$ cat config.mk
export PLATFORM = sky130hd
export DESIGN_NAME = vape_exec_tracker
export DESIGN_NICKNAME = d
export VERILOG_FILES = /design/src/rtl/vape_exec_tracker.sv
export SDC_FILE = /design/constraint.sdc
export NUM_CORES = 1
export LEC_CHECK = 0
export ABC_AREA = 1
export CORE_ASPECT_RATIO = 0.9
export CORE_UTILIZATION = 35
export CTS_CLUSTER_SIZE = 40
export DETAILED_ROUTE_END_ITERATION = 6
export MAX_ROUTING_LAYER = met4
export SLEW_MARGIN = 15
export SYNTH_ARGS = -nofsm -noshare
export SYNTH_HDL_FRONTEND = slang
export SYNTH_SLANG_ARGS = --single-unit
$ cat constraint.sdc
create_clock -name clk -period 1.6 [get_ports clk]
set_input_delay 0.16 -clock clk [delete_from_list [all_inputs] [get_ports clk]]
set_output_delay 0.16 -clock clk [all_outputs]
set_load 0.03 [all_outputs]
$ cat src/rtl/vape_exec_tracker.sv
// rtl/vape_exec_tracker.sv - ER run tracker producing the EXEC flag read by attestation
//
// Ports:
//   clk, reset_n         clock, asynchronous active-low reset
//   pc                   current program counter
//   ER_min, ER_max       executable region bounds (inclusive)
//   irq                  CPU interrupt acknowledge
//   data_addr, data_wr   CPU data write port
//   dma_addr, dma_wr     DMA write port
//   mon_exec             exec flags from the upstream property monitors
//   exec                 final EXEC flag (high in DONE)
//   er_active            high while an ER run is in progress
//   viol_cause           sticky code of the last violation
//   viol_cnt             saturating violation count

module vape_exec_tracker #(
   parameter int N_MON       = 4,
   parameter bit IRQ_ALLOWED = 1'b0,
   parameter int CNT_W       = 8
) (
   input  logic              clk,
   input  logic              reset_n,
   input  logic [15:0]       pc,
   input  logic [15:0]       ER_min,
   input  logic [15:0]       ER_max,
   input  logic              irq,
   input  logic [15:0]       data_addr,
   input  logic              data_wr,
   input  logic [15:0]       dma_addr,
   input  logic              dma_wr,
   input  logic [N_MON-1:0]  mon_exec,
   output logic              exec,
   output logic              er_active,
   output logic [2:0]        viol_cause,
   output logic [CNT_W-1:0]  viol_cnt
);

   typedef enum logic [1:0] {
      IDLE = 2'd0,
      RUN  = 2'd1,
      DONE = 2'd2,
      KILL = 2'd3
   } state_t;

   localparam logic [2:0] C_MON     = 3'd1;
   localparam logic [2:0] C_EXIT    = 3'd2;
   localparam logic [2:0] C_IRQ     = 3'd3;
   localparam logic [2:0] C_WR      = 3'd4;
   localparam logic [2:0] C_CFG     = 3'd5;
   localparam logic [2:0] C_BOUNDS  = 3'd6;

   state_t      state, state_nxt;
   logic [15:0] prev_pc, cfg_min, cfg_max;
   logic [2:0]  cause_nxt;
   logic        latch_cfg;

   logic mon_ok, in_er, er_wr, bad_bounds, cfg_chg, irq_kill, ill_exit;

   assign mon_ok     = &mon_exec;
   assign in_er      = (pc >= ER_min) && (pc <= ER_max);
   assign er_wr      = (data_wr && (data_addr >= ER_min) && (data_addr <= ER_max)) ||
                       (dma_wr  && (dma_addr  >= ER_min) && (dma_addr  <= ER_max));
   assign bad_bounds = (ER_min > ER_max);
   assign cfg_chg    = (ER_min != cfg_min) || (ER_max != cfg_max);
   assign irq_kill   = irq && !IRQ_ALLOWED;
   assign ill_exit   = !in_er && (prev_pc != ER_max);

   // cause_nxt is nonzero exactly when this cycle takes an edge into KILL,
   // so it doubles as the violation-count enable.
   always_comb begin
      state_nxt = state;
      cause_nxt = 3'd0;
      latch_cfg = 1'b0;
      case (state)
         IDLE, KILL: begin
            if ((pc == ER_min) && mon_ok && !bad_bounds && !er_wr) begin
               state_nxt = RUN;
               latch_cfg = 1'b1;
            end
         end
         RUN: begin
            if (cfg_chg)          cause_nxt = C_CFG;
            else if (bad_bounds)  cause_nxt = C_BOUNDS;
            else if (!mon_ok)     cause_nxt = C_MON;
            else if (er_wr)       cause_nxt = C_WR;
            else if (irq_kill)    cause_nxt = C_IRQ;
            else if (ill_exit)    cause_nxt = C_EXIT;

            if (cause_nxt != 3'd0) state_nxt = KILL;
            // leaving the ER without an illegal exit means prev_pc was ER_max
            else if (!in_er)       state_nxt = DONE;
         end
         DONE: begin
            if (cfg_chg)          cause_nxt = C_CFG;
            else if (!mon_ok)     cause_nxt = C_MON;
            else if (er_wr)       cause_nxt = C_WR;

            if (cause_nxt != 3'd0) begin
               state_nxt = KILL;
            end else if (pc == ER_min) begin
               state_nxt = RUN;
               latch_cfg = 1'b1;
            end
         end
         default: state_nxt = IDLE;
      endcase
   end

   always_ff @(posedge clk or negedge reset_n) begin
      if (!reset_n) begin
         state      <= IDLE;
         prev_pc    <= 16'h0000;
         cfg_min    <= 16'h0000;
         cfg_max    <= 16'h0000;
         viol_cause <= 3'd0;
         viol_cnt   <= '0;
      end else begin
         state   <= state_nxt;
         prev_pc <= pc;
         if (latch_cfg) begin
            cfg_min <= ER_min;
            cfg_max <= ER_max;
         end
         if (cause_nxt != 3'd0) begin
            viol_cause <= cause_nxt;
            if (viol_cnt != {CNT_W{1'b1}})
               viol_cnt <= viol_cnt + {{(CNT_W-1){1'b0}}, 1'b1};
         end
      end
   end

   assign exec      = (state == DONE);
   assign er_active = (state == RUN);

endmodule

* Yosys cells after proc, flatten, opt, wreduce, memory -nomap -nowiden
Cells that the tools add are included.
** Storage, ports and cells
- Input port bits :: 89
- Word-level logic and storage cells :: 69
- Flip-flop bits (word level) :: 61
- Output and inout bits :: 13
** Cells by class
- Order comparisons :: 7
- $add $sub $neg :: 1
- Mux-type cells :: 22
- Eq/ne operators :: 11
- Reduce and logical (&&, ||, !) cells :: 22
** Operators by type and width (count)
- $ge A16 B16 Y1 :: 3
- $le A16 B16 Y1 :: 3
- $ne A16 B16 Y1 :: 3
- $mux W3 :: 9
- $eq A16 B16 Y1 :: 1
- $gt A16 B16 Y1 :: 1
- $mux W2 :: 7
- $logic_and A1 B1 Y1 :: 9
- $reduce_bool A3 Y1 :: 3
- $add A8 B1 Y8 const B :: 1
- $ne A8 B8 Y1 const B :: 1
- $pmux W2 S3 :: 1
- $pmux W3 S2 :: 1
- $eq A2 B2 Y1 const B :: 2
- $reduce_and A4 Y1 :: 1
- $logic_not A1 Y1 :: 3
- $mux W1 :: 3
- $ne A3 B1 Y1 const B :: 1
- $ne A3 B2 Y1 const B :: 1
- $reduce_and A3 Y1 :: 1
- $eq A2 B1 Y1 const B :: 1
- $logic_not A2 Y1 :: 1
- $logic_or A1 B1 Y1 :: 2
- $ne A2 B2 Y1 const B :: 1
- 3 further kinds :: 3

* Logic depth before layout (Yosys ltp)
- Word-level depth :: 14
- Gate-level depth with buffers :: 24
- Depth with buffers taken out :: 24

* Least setup slack after synthesis
No wires, ideal clock.
- Kind :: input to register
- From :: input port ER_max[9]
- To :: register viol_cnt[0]
- Library setup time :: 0.118 ns
- Stages :: 21
- Data required time :: 1.482 ns
- Setup slack :: -0.371 ns
- Path buffers :: 1
- Arrival :: 1.852 ns
- Path through :: inv_1 > ha_1 > nand2_1 > inv_1 > o21ai_0 > a21oi_1 > nor2_1 > nand2_1 > nand2_1 > nand2_1 > nand2_2 > nand2_2 > nand2_1 > nand2_1 > nand2_1 > nand2_1 > nand2_2 > nand3_2 > buf_6 > nand3_1 > nand2_1
** On the way
- Word-level cells in the longest chain between the ends :: 14
- Elaborated cells between the ends (all ways) :: 27
- Classes of those cells :: order compare (4); eq/ne (2); mux (12); reduce/logical (9)
** Ends and longest elaborated chain
- start: declaration :: line 25 : input logic [15:0] ER_max,
- $le A16 B16 Y1 :: line 60 : assign in_er = (pc >= ER_min) && (pc <= ER_max);
- $logic_and A1 B1 Y1 :: line 60
- $logic_not A1 Y1
- $logic_and A1 B1 Y1 :: line 66 : assign ill_exit = !in_er && (prev_pc != ER_max);
- $mux W2 :: line 87 : else if (ill_exit) cause_nxt = C_EXIT;
- $mux W2 :: line 86 : else if (irq_kill) cause_nxt = C_IRQ;
- $mux W3 :: line 85 : else if (er_wr) cause_nxt = C_WR;
- $mux W3 :: line 84 : else if (!mon_ok) cause_nxt = C_MON;
- $mux W3 :: line 83 : else if (bad_bounds) cause_nxt = C_BOUNDS;
- $mux W3 :: line 82 : if (cfg_chg) cause_nxt = C_CFG;
- $mux W3 :: line 74 : case (state)
- $pmux W3 S2 (*) :: line 74
- $reduce_bool A3 Y1 (*) :: line 124 : if (cause_nxt != 3'd0) begin
- $reduce_and A2 Y1 (no source line) (*)
- end signal: assignment :: line 127 : viol_cnt <= viol_cnt + {{(CNT_W-1){1'b0}}, 1'b1};
- end: declaration :: line 35 : output logic [CNT_W-1:0] viol_cnt
Mark *: on every way between the ends. The rest lies on a longest branch, timed or not. The select of a mux whose other input is x is not followed.
A chain may end at the register's enable or synchronous reset.

* Final worst setup path
- From :: register cfg_min[3]
- To :: register cfg_max[0]
** On the way
- Word-level cells in the longest chain between the ends :: 7
** Ends and longest elaborated chain
- start: declaration :: line 53 : logic [15:0] prev_pc, cfg_min, cfg_max;
- start signal: assignment :: line 121 : cfg_min <= ER_min;
- $ne A16 B16 Y1 :: line 64 : assign cfg_chg = (ER_min != cfg_min) || (ER_max != cfg_max);
- $logic_or A1 B1 Y1 :: line 64
- $mux W3 :: line 94 : if (cfg_chg) cause_nxt = C_CFG;
- $mux W3 :: line 74
- $reduce_bool A3 Y1 :: line 98 : if (cause_nxt != 3'd0) begin
- $mux W1 :: line 98
- $pmux W1 S2 :: line 74
- end signal: assignment :: line 122 : cfg_max <= ER_max;
- end: declaration :: line 53
Every way passes these cells. The select of a mux whose other input is x is not followed.

==> impl_metrics.json <==
{
  "outcome": "finished with violations",
  "violations": "negative setup slack",
  "crit_buf_inv": 1,
  "rsz0062_at_grt": "true",
  "finalNonFillerCells": 1222,
  "setup_viol": 45,
  "clock-sinks": 61,
  "drv_cap": 0,
  "dieHeight_um": 124.1,
  "finalMaxSlewViolations": 0,
  "worst_ep_arrival_time_ns": 2.38,
  "worst_slew_pin_slew_ns": 0.4088,
  "cp_slowest_stage_delay_ns": 0.40,
  "nFillCells": 1442,
  "nNetsFinal": 1214,
  "h-tree-depth": 3,
  "gp_congestion": 0.8729,
  "dieArea_mm2": 0.01709,
  "synth_nets": 932,
  "numPlacedInstances": 1181,
  "leakagePower_uw": 0.004701,
  "whs_path_depth": 1,
  "grt_pass1_vias": 5864,
  "clock_skew_ns": 0.008625,
  "vias": 5880,
  "die_x_um": 137.7,
  "synth_warnings": 0,
  "final_util": 0.5945,
  "cp_max_fo": 5,
  "crit_type": "flop to flop",
  "cp-end-kind": "flop",
  "io_buffers": 101,
  "hp-start": "pc[4]",
  "worst_r2r_endpoint": "cfg_max[0]",
  "p_per_area_mw_per_mm2": 739.5,
  "overflow": 0,
  "track_usage": 0.2317,
  "drc": 0,
  "yosysUniqueCellTypes": 31,
  "final_cell_area_mm2": 0.009623,
  "slowest_stage": "dfrtp_1",
  "period_needed_ns": 2.150,
  "dr.pass1.iters": 4,
  "first_iter_violations": 193,
  "numCtsBuffers": 9,
  "relSlewSlack": 0.7249,
  "syn-instance-count": 728,
  "dpl.hpwl_um": 13840,
  "rows": 44,
  "syn_avg_cell_area_um2": 7.966,
  "place_area_mm2": 0.008263,
  "multi_input_area_mm2": 0.004903,
  "r2r-start": "cfg_min[3]",
  "antenna_found_initial": 0,
  "clkTransAtPathRegs_ns": 0.06,
  "max-vdd-ir-drop_uv": 515.2,
  "syn2layout_area_growth_pct": 65.93,
  "clock_latency_ns": 0.35,
  "drive_above_1_share": 0.4581,
  "post-route-period-util": 1.343,
  "diodes": 0,
  "reg2reg_depth": 10,
  "hold_viol": 0,
  "crit_family": "simple AND/OR/NAND/NOR gates",
  "holdPathEnd": "prev_pc[4]",
  "grt_pass1_wl_um": 28840,
  "drtAntennaViolNets": 0,
  "required_ns": 1.83,
  "hold_class": "input pin to flop",
  "ys_seq_area_frac": 0.2632,
  "grt_start_max_net_pins": 62,
  "wl_per_cell_um": 15.54,
  "wirelength_um": 18990,
  "clockRootBuffer": "clkbuf_16",
  "start_util": 0.3583,
  "synth.ff_latch_count": 61,
  "io_pins": 102,
  "fin_ws_ns": -0.5495,
  "regArea_mm2": 0.001526,
  "tritoncts": "yes",
  "reg2reg_setup_slack_ns": -0.55,
  "via_per_inst": 4.812,
  "core_mm2": 0.01619,
  "max_freq_ghz": 0.4652,
  "clk_path_buf_depth": 2,
  "start_kind": "flop",
  "critical_path.cell_chain": "xnor2_1 -> nand4_1 -> nor2_2 -> nand2_1 -> nor2_4 -> nand2_2 -> a21oi_4 -> nand3_4 -> buf_12 -> mux2_4",
  "netlist_area_mm2": 0.005799
}
through the flow:
| stage | setup TNS (ns) | hold slack [ns] | setup WS (ns) | power (µW) |
|---|---|---|---|---|
| finish | -22.50 | 0.02329 | -0.5495 | 7116 |
| CTS | -21.42 | 0.09867 | -0.5201 | 6697 |
| global placement | -58.15 | 0.2021 | -1.382 | 4544 |
| floorplan | -13.19 | -0.1356 | -0.3669 | 3377 |
| global route | -26.09 | 0.02715 | -0.6239 | 7567 |
| detailed placement | -58.34 | 0.2058 | -1.414 | 4560 |
worst max-delay path by stage:
stage	slack, ns	start	cells after the start	to
after floorplan	-0.37	ER_max[9]	18	viol_cnt[0]
after global placement	-1.38	ER_max[9]	19	viol_cnt[7]
after global routing	-0.62	cfg_min[14]	15	state[0]
after detailed placement	-1.41	ER_max[9]	19	viol_cnt[7]
after CTS	-0.52	cfg_min[15]	10	cfg_max[0]
final	-0.55	cfg_min[3]	10	cfg_max[0]
report_power, final:
part	internal (µW)	switching [µW]	total, µW
registers	1680	70.3	1750
clock network	1080	788	1870
logic	1510	1990	3500
worst reg2reg max path, cell delays in order, from the launching register on:
cell and delay (ns):
dfrtp_1 0.40, xnor2_1 0.17, nand4_1 0.22, nor2_2 0.17, nand2_1 0.10, nor2_4 0.17
nand2_2 0.09, a21oi_4 0.15, nand3_4 0.13, buf_12 0.16, mux2_4 0.28
synthesized netlist by cell type:
master,number,share of area
a31oi_1,1,0.0011
nand3_4,1,0.0030
nor3_2,1,0.0017
nor3_1,4,0.0035
a21o_1,2,0.0026
xor2_1,8,0.012
a21oi_1,45,0.039
o21a_1,3,0.0039
or2_2,4,0.0043
o21ai_2,26,0.039
nor2_1,48,0.031
dfrtp_1,61,0.26
buf_6,7,0.014
mux2_4,1,0.0026
inv_1,79,0.051
inv_2,4,0.0026
nand3_1,27,0.023
a21oi_2,2,0.0030
nor3b_2,1,0.0022
ha_1,115,0.25
nand4_1,25,0.027
o21bai_1,3,0.0039
or2_1,3,0.0032
xnor2_1,39,0.059
nand2_2,6,0.0065
nor4_1,3,0.0032
o21ai_0,17,0.015
nand2_1,180,0.12
o21ai_1,7,0.0060
nor2_4,2,0.0039
nand3_2,3,0.0052
layer usage:
metal / vias to the layer above / part of all wire / global-route usage
met5: - / 0 / -
met4: 0 / 0.027 / 0.08516
met3: 33 / 0.049 / 0.03378
met2: 143 / 0.47 / 0.3668
met1: 2683 / 0.46 / 0.2992
li1: 3021 / - / -
state kept, by name, indices dropped and copies added (netlist names):
name,cells
cfg_min,16
prev_pc,16
cfg_max,16
viol_cnt,8
viol_cause,3
state,2
repair_timing:
item / 4_1_cts / 5_1_grt
cloned: 2 / 0
endpoints found under the hold margin: 61 / 0
setup endpoints to repair: 52 / 46
gates resized for setup: 229 / 158
pin swaps: 71 / 65
hold buffers: 1 / 0
buffers inserted: 19 / 4
layout make-up:
class | count | share of cell area
inverter | 83 | 0.03433
tap | 207 | 0.02691
sequential | 61 | 0.1586
multi-input combinational | 578 | 0.5096
timing repair buffer | 277 | 0.2420
clock inverter | 6 | 0.003771
clock buffer | 10 | 0.02483
cell families after synthesis:
logic type / after synthesis / share of synthesized area
AND/OR/NAND/NOR: 308 / 0.2345
buffers and inverters: 90 / 0.06731
multiplexers: 1 / 0.002588
AO/OA/AOI/OAI: 106 / 0.1133
adder cells (fa/ha/maj): 115 / 0.2481
flip-flops: 61 / 0.2632
XOR/XNOR: 47 / 0.07098
cell usage in the layout (no fill, tap or decap), types with 6 or more instances in the layout:
| cell | instances |
|---|---|
| nand3_2 | 7 |
| nand4_1 | 25 |
| a21oi_1 | 31 |
| ha_4 | 41 |
| clkbuf_2 | 18 |
| dlygate4sd2_1 | 44 |
| nand2_1 | 118 |
| inv_2 | 31 |
| nor2_2 | 9 |
| inv_4 | 6 |
| nand2_4 | 6 |
| clkdlybuf4s15_2 | 7 |
| o21ai_1 | 13 |
| buf_4 | 153 |
| xor2_1 | 8 |
| dfrtp_1 | 61 |
| clkdlybuf4s15_1 | 10 |
| nor2_1 | 32 |
| clkdlybuf4s50_1 | 10 |
| a21oi_2 | 14 |
| inv_1 | 45 |
| clkbuf_16 | 9 |
| nand2_2 | 61 |
| nand3_1 | 20 |
| o21ai_2 | 32 |
| ha_1 | 73 |
| buf_6 | 18 |
| xnor2_1 | 34 |
| nor2_4 | 9 |
Power figures use the tool's default switching activity.
